--- src/rtl/alu_seq_unit_if.sv ---
// Request/response bundle for alu_seq_unit: operands and decode fields in, handshake, result and NZCV out.
interface alu_seq_unit_if #(
  parameter int WIDTH = 32
) ();
  logic             start;
  logic             ALUOp;
  logic             MulOp;
  logic [5:0]       Funct;
  logic [WIDTH-1:0] SrcA;
  logic [WIDTH-1:0] SrcB;
  logic             busy;
  logic             done;
  logic             err;
  logic [WIDTH-1:0] Result;
  logic [3:0]       Flags;

  modport master (
    output start, ALUOp, MulOp, Funct, SrcA, SrcB,
    input  busy, done, err, Result, Flags
  );

  modport slave (
    input  start, ALUOp, MulOp, Funct, SrcA, SrcB,
    output busy, done, err, Result, Flags
  );
endinterface

--- src/rtl/alu_seq_unit.sv ---
// Sequenced ALU + NZCV register: single-cycle ops done 1 cycle after accept, shift-add multiply done WIDTH+1 after.
// start taken only in IDLE/DONE and dropped while busy; ALU_SEQ_EARLY_TERM_EN lets multiply exit once the multiplier empties.
module alu_seq_unit #(
  parameter int WIDTH = 32,
  parameter int CNT_W = $clog2(WIDTH)
) (
  input logic           clk,
  input logic           reset,
  alu_seq_unit_if.slave bus
);
  typedef enum logic [1:0] {IDLE, MUL, DONE} state_t;
  typedef enum logic [2:0] {OP_ADD, OP_SUB, OP_AND, OP_ORR, OP_EOR, OP_UND} op_t;

  state_t           state, state_nxt;
  op_t              op;
  logic [1:0]       flagw;
  logic             accept, is_mul, is_sub, mul_last, mul_s, err_q;
  logic [WIDTH-1:0] opb, alu_res, res_q;
  logic [WIDTH-1:0] mcand, mplier, acc, acc_nxt;
  logic [WIDTH:0]   sum;
  logic [3:0]       flags_q, flags_nxt;
  logic [CNT_W-1:0] cnt;
  logic             busy_c, done_c, err_c;
  logic             unused_funct;

  assign unused_funct = bus.Funct[5];
  assign accept       = bus.start && (state != MUL);
  assign is_mul       = bus.ALUOp && bus.MulOp;
  assign is_sub       = (op == OP_SUB);

  always_comb begin
    op    = OP_ADD;
    flagw = 2'b00;
    if (bus.ALUOp) begin
      case (bus.Funct[4:1])
        4'b0100: op = OP_ADD;
        4'b0010: op = OP_SUB;
        4'b0000: op = OP_AND;
        4'b1100: op = OP_ORR;
        4'b0001: op = OP_EOR;
        default: op = OP_UND;
      endcase
      if (op != OP_UND)
        flagw = {bus.Funct[0], bus.Funct[0] && (op == OP_ADD || op == OP_SUB)};
    end
  end

  // SUB is A + ~B + 1, so C=1 means no borrow
  assign opb = is_sub ? ~bus.SrcB : bus.SrcB;
  assign sum = {1'b0, bus.SrcA} + {1'b0, opb} + (WIDTH+1)'(is_sub);

  always_comb begin
    alu_res = '0;
    case (op)
      OP_ADD, OP_SUB: alu_res = sum[WIDTH-1:0];
      OP_AND:         alu_res = bus.SrcA & bus.SrcB;
      OP_ORR:         alu_res = bus.SrcA | bus.SrcB;
      OP_EOR:         alu_res = bus.SrcA ^ bus.SrcB;
      default:        alu_res = '0;
    endcase
  end

  always_comb begin
    flags_nxt = flags_q;
    if (flagw[1]) flags_nxt[3:2] = {alu_res[WIDTH-1], alu_res == '0};
    if (flagw[0]) flags_nxt[1:0] = {sum[WIDTH],
                                    (bus.SrcA[WIDTH-1] == opb[WIDTH-1]) &&
                                    (sum[WIDTH-1] != bus.SrcA[WIDTH-1])};
  end

  assign acc_nxt = acc + (mplier[0] ? mcand : '0);

`ifdef ALU_SEQ_EARLY_TERM_EN
  assign mul_last = (cnt == CNT_W'(WIDTH - 1)) || (mplier[WIDTH-1:1] == '0);
`else
  assign mul_last = (cnt == CNT_W'(WIDTH - 1));
`endif

  always_ff @(posedge clk) begin
    if (reset) state <= IDLE;
    else       state <= state_nxt;
  end

  always_comb begin
    state_nxt = state;
    case (state)
      IDLE, DONE: begin
        if (accept) state_nxt = is_mul ? MUL : DONE;
        else        state_nxt = IDLE;
      end
      MUL:     if (mul_last) state_nxt = DONE;
      default: state_nxt = IDLE;
    endcase
  end

  always_comb begin
    busy_c = (state == MUL);
    done_c = (state == DONE);
    err_c  = (state == DONE) && err_q;
  end

  always_ff @(posedge clk) begin
    if (reset) begin
      res_q   <= '0;
      flags_q <= 4'b0000;
      err_q   <= 1'b0;
      mcand   <= '0;
      mplier  <= '0;
      acc     <= '0;
      cnt     <= '0;
      mul_s   <= 1'b0;
    end else if (accept && is_mul) begin
      mcand  <= bus.SrcA;
      mplier <= bus.SrcB;
      acc    <= '0;
      cnt    <= '0;
      mul_s  <= bus.Funct[0];
      err_q  <= 1'b0;
    end else if (accept) begin
      res_q   <= alu_res;
      flags_q <= flags_nxt;
      err_q   <= (op == OP_UND);
    end else if (state == MUL) begin
      acc    <= acc_nxt;
      mcand  <= mcand << 1;
      mplier <= mplier >> 1;
      cnt    <= cnt + CNT_W'(1);
      if (mul_last) begin
        res_q <= acc_nxt;
        if (mul_s) flags_q[3:2] <= {acc_nxt[WIDTH-1], acc_nxt == '0};
      end
    end
  end

  assign bus.busy   = busy_c;
  assign bus.done   = done_c;
  assign bus.err    = err_c;
  assign bus.Result = res_q;
  assign bus.Flags  = flags_q;
endmodule

--- src/flat_wrapper.sv ---
// flat-port wrapper written by rule: the top's interface ports become plain ports
module alu_seq_unit_flat 
#(
  parameter int WIDTH = 32,
  parameter int CNT_W = $clog2(WIDTH)
)
  (clk, reset, bus_start, bus_ALUOp, bus_MulOp, bus_Funct, bus_SrcA, bus_SrcB, bus_busy, bus_done, bus_err, bus_Result, bus_Flags);
  alu_seq_unit_if #(.WIDTH(WIDTH)) bus_i ();
  input logic clk;
  input logic reset;
  input wire logic [$bits(bus_i.start)-1:0] bus_start;
  input wire logic [$bits(bus_i.ALUOp)-1:0] bus_ALUOp;
  input wire logic [$bits(bus_i.MulOp)-1:0] bus_MulOp;
  input wire logic [$bits(bus_i.Funct)-1:0] bus_Funct;
  input wire logic [$bits(bus_i.SrcA)-1:0] bus_SrcA;
  input wire logic [$bits(bus_i.SrcB)-1:0] bus_SrcB;
  output wire logic [$bits(bus_i.busy)-1:0] bus_busy;
  output wire logic [$bits(bus_i.done)-1:0] bus_done;
  output wire logic [$bits(bus_i.err)-1:0] bus_err;
  output wire logic [$bits(bus_i.Result)-1:0] bus_Result;
  output wire logic [$bits(bus_i.Flags)-1:0] bus_Flags;
  assign bus_i.start = bus_start;
  assign bus_i.ALUOp = bus_ALUOp;
  assign bus_i.MulOp = bus_MulOp;
  assign bus_i.Funct = bus_Funct;
  assign bus_i.SrcA = bus_SrcA;
  assign bus_i.SrcB = bus_SrcB;
  assign bus_busy = bus_i.busy;
  assign bus_done = bus_i.done;
  assign bus_err = bus_i.err;
  assign bus_Result = bus_i.Result;
  assign bus_Flags = bus_i.Flags;
  alu_seq_unit #(.WIDTH(WIDTH), .CNT_W(CNT_W)) u_core (.clk(clk), .reset(reset), .bus(bus_i));
endmodule
--- config.mk ---
export PLATFORM = sky130hd
export DESIGN_NAME = alu_seq_unit_flat
export DESIGN_NICKNAME = d
export VERILOG_FILES = /design/src/rtl/alu_seq_unit_if.sv /design/src/rtl/alu_seq_unit.sv /design/src/flat_wrapper.sv
export SDC_FILE = /design/constraint.sdc
export NUM_CORES = 1
export LEC_CHECK = 0
export BUFFER_PORTS_ARGS = -buffer_cell sky130_fd_sc_hd__buf_4
export CORE_ASPECT_RATIO = 0.75
export CORE_MARGIN = 1
export CORE_UTILIZATION = 55
export DETAILED_ROUTE_END_ITERATION = 12
export PLACE_DENSITY_LB_ADDON = 0.08
export SLEW_MARGIN = 20
export SYNTH_ARGS = -nofsm -noshare
export SYNTH_HDL_FRONTEND = slang
export SYNTH_SLANG_ARGS = --single-unit
--- constraint.sdc ---
create_clock -name clk -period 4.8 [get_ports clk]
set_input_delay 0.96 -clock clk [delete_from_list [all_inputs] [get_ports clk]]
set_output_delay 0.96 -clock clk [all_outputs]
set_load 0.005 [all_outputs]
==> key figures <==
Layout
  – # nets final: 1855
  – Non-Filler Instances: 1918
  – Post-route design area: 13700 um^2
  – Area Growth Syn to Fin: 21.2%
  – Core Util, Final: 0.678
  – Leading cell type in the layout, fill and taps excluded: buf_4
  – Antenna cells: 0
  – Layout cells sized above 1: 0.180
  – Most frequent cells in the layout: buf_4, nand2_1, a21oi_1

Clock tree
  – Setup repair bufs after CTS: 0
  – TritonCTS clock tree: done
  – Clk buf depth: 2
  – Clock sink count: 141
  – Total CTS buffers: 17
  – Worst-path clk slew: 70 ps
  – Hold-fix buffers, CTS: 0
  – H-tree lvl count: 4
  – CTS root buffer: clkbuf_16
  – Clock Latency Late Sink: 440 ps

Timing
  – Layout Skew: 25.2 ps
  – Final setup vio count: 0
  – Slew @ Worst Pin: 916 ps
  – Final Critical Period: 4620 ps
  – Max-slew headroom: 0.383
  – Final-report hold violation count: 0
  – Fin. max-slew vios: 0
  – Final Cycle Share: 0.962
  – Final Hold Slack: 448 ps
  – Max frequency: 217 MHz

Detailed routing
  – Drt drc: 0
  – First-pass DRT Iterations: 6
  – Via count: 11600
  – Drt via density: 6.05
  – Iter 0 DRT Violations: 1188
  – Final WL: 36.5 mm
  – Drt wl/cell: 19.0 um
  – Detail Route Antenna Nets: 0

GRT
  – GRT overflow: 0
  – Vias in the first global route: 10700
  – Initial antenna violation count: 0
  – Global-route usage over all layers: 0.345
  – Largest net degree at the start of global routing: 81
  – First-pass GRT wire length: 57.6 mm

Synth
  – Ys async rst share: 0
  – Synth unique cells: 78
  – Number of flops mapped to enable cells by yosys: 0
  – Synth Cell Area: 11300 um^2
  – Mapped Cells: 1479
  – Register area share after synthesis: 0.250
  – Syn Area/Cell: 7.65 um^2
  – Syn nets: 1687
  – Ys flop type: dfxtp_1
  – Seq cells post-synth: 141
  – Yosys warns: 0

Floorplan
  – Core area: 20200 um^2
  – Die Span Y: 126 um
  – Die area: 21100 um^2
  – Die W: 168 um
  – Initial core utilization: 0.559
  – FP Rows: 45
  – # IOs: 114

Place
  – Post-DP HPWL: 27.1 mm
  – Cell Area, Placed: 13100 um^2
  – Placer Congestion: 1.01
  – DP Cell Count: 1886
  – PortBufs: 112

Critical path
  – Crit start category: input pin
  – Slowest stage cell, crit path: or4b_1
  – Worst path bufs/invs: 3
  – WP data arrival: 5000 ps
  – Setup Crit Path Kind: in -> reg
  – Worst-path cell chain: buf_4 -> nor3b_4 -> nand3_2 -> buf_4 -> nor2_1 -> a21oi_1 -> fa_1 -> nand2b_1 -> a21oi_2 -> o2111ai_2 -> a32oi_1 -> xnor2_1 -> o21ai_0 -> nor4_1 -> buf_4 -> o2111ai_1 -> nor4b_1 -> or4b_1 -> nand2_1
  – Most used cell, CP: buf_4
  – CP required: 5180 ps
  – Worst-path maximum fanout: 4
  – CP top delay family: simple AND/OR/NAND/NOR gates
  – CP max stage delay: 520 ps
  – CP endpoint kind: flip-flop

Power
  – Sequential cell fraction of total power: 0.348
  – VDD IR-drop max: 0.210 mV
  – Tot Pwr: 3.57 mW
  – Pleak: 6.12 nW
  – Clock power frac: 0.375
  – P_int: 2.35 mW
  – Logic pwr share: 0.277
  – Sw Share: 0.342
  – Switching power: 1.22 mW
  – Pwr dens: 261 nW/um^2

Run
  – Max-cap violations: 0

Status
  – Status: finished clean

Worst hold path
  – Worst min-delay path class: reg -> reg
==> worst reg2reg max path: stages, from the launching register on <==
cell      delay, ps
dfxtp_1         320
buf_4           270
nand2_1         180
inv_1            90
ha_1            220
a21oi_1         240
o211ai_1        160
o21ai_0         750
a21oi_1         270
a31o_2          340
o22ai_1         160
xor2_1          330
nor4bb_1        330
nand4b_1        170
o41a_1          400
nand2_1          60
==> Yosys cell counts, types with 4 or more instances <==
cell type / number / area, um^2
nand2b_1: 12 / 75.1
a21oi_1: 171 / 856
or4_1: 4 / 30.0
nand3_1: 24 / 120
buf_2: 4 / 20.0
buf_1: 14 / 52.6
a22oi_1: 82 / 616
a311oi_1: 8 / 70.1
nand4_1: 18 / 113
ha_1: 131 / 1640
a211oi_1: 23 / 173
o21bai_1: 5 / 37.5
o221ai_1: 4 / 35.0
mux2i_1: 10 / 100
and4_1: 4 / 35.0
a32oi_1: 5 / 43.8
and2_1: 37 / 231
a221oi_1: 13 / 114
nor2b_1: 9 / 56.3
a31oi_1: 8 / 50.1
o2111ai_1: 9 / 78.8
nor2_1: 105 / 394
nor4_1: 5 / 31.3
nor3_1: 21 / 105
nand2_1: 193 / 724
or3_1: 4 / 25.0
o21ai_0: 64 / 320
inv_1: 82 / 308
and3_1: 10 / 62.6
o211ai_1: 9 / 67.6
xnor2_1: 57 / 499
xor2_1: 33 / 289
clkbuf_1: 67 / 251
o21a_1: 6 / 45.0
a21o_1: 25 / 188
dfxtp_1: 141 / 2820
==> logic make-up after synthesis <==
family | count (synthesis) | share of synthesized area
buf+inv | 171 | 0.0592
xor+xnor | 90 | 0.0697
mux | 11 | 0.0101
simple gates | 462 | 0.191
compound gates | 471 | 0.272
fa+ha+maj | 133 | 0.149
flops | 141 | 0.250
==> registers in the layout (all words and copies together), names as in the netlist <==
| signal | cells |
|---|---|
| u_core.bus.Flags | 4 |
| u_core.err_q | 1 |
| u_core.mcand | 32 |
| u_core.state | 2 |
| u_core.cnt | 5 |
| u_core.acc | 32 |
| u_core.mplier | 32 |
| u_core.mul_s | 1 |
| u_core.bus.Result | 32 |
==> power by group through the flow <==
stage	Clock (mW)	Combinational [mW]	Sequential (mW)
after floorplan	0	0.526	1.27
after global placement	0	0.953	1.27
after detailed placement	0	0.967	1.27
after CTS	1.34	0.973	1.24
after global routing	1.39	1.08	1.25
final	1.34	0.990	1.24
==> worst paths after layout <==
kind	slack [ps]	start	cells after the start	end
setup / recovery	180	bus_Funct[3]	19	u_core.bus.Flags[2]
hold / removal	450	u_core.err_q	2	u_core.err_q
setup reg to reg	480	u_core.mplier[0]	15	u_core.bus.Flags[2]
hold reg to reg	450	u_core.err_q	2	u_core.err_q
==> area by class of cell <==
cell class	instances	area [um^2]
multi-input combinational	1167	7870
fill	1786	6500
sequential	141	2820
timing repair buffer	237	1800
clock buffer	17	425
tap	258	323
inverter	83	313
clock inverter	15	146
==> repair_timing <==
| item | in CTS | in global routing |
|---|---|---|
| resized for setup | 0 | 6 |
| setup endpoints to repair | 0 | 1 |
| endpoints found under the hold margin | 0 | 0 |
==> layer usage <==
metal | GRT usage | share of wire
met2 | 0.547 | 0.44
met3 | 0.0393 | 0.065
met5 | 0 | 0
met1 | 0.488 | 0.47
met4 | 0.110 | 0.025
==> stage by stage <==
stage,setup slack (ps),setup TNS [ps]
6_report,183,0
5_1_grt,-4.74,-4.74
4_1_cts,160,0
3_5_place_dp,-268,-311
3_3_place_gp,-218,-227
2_1_floorplan,22.9,0
Power figures use the tool's default switching activity.
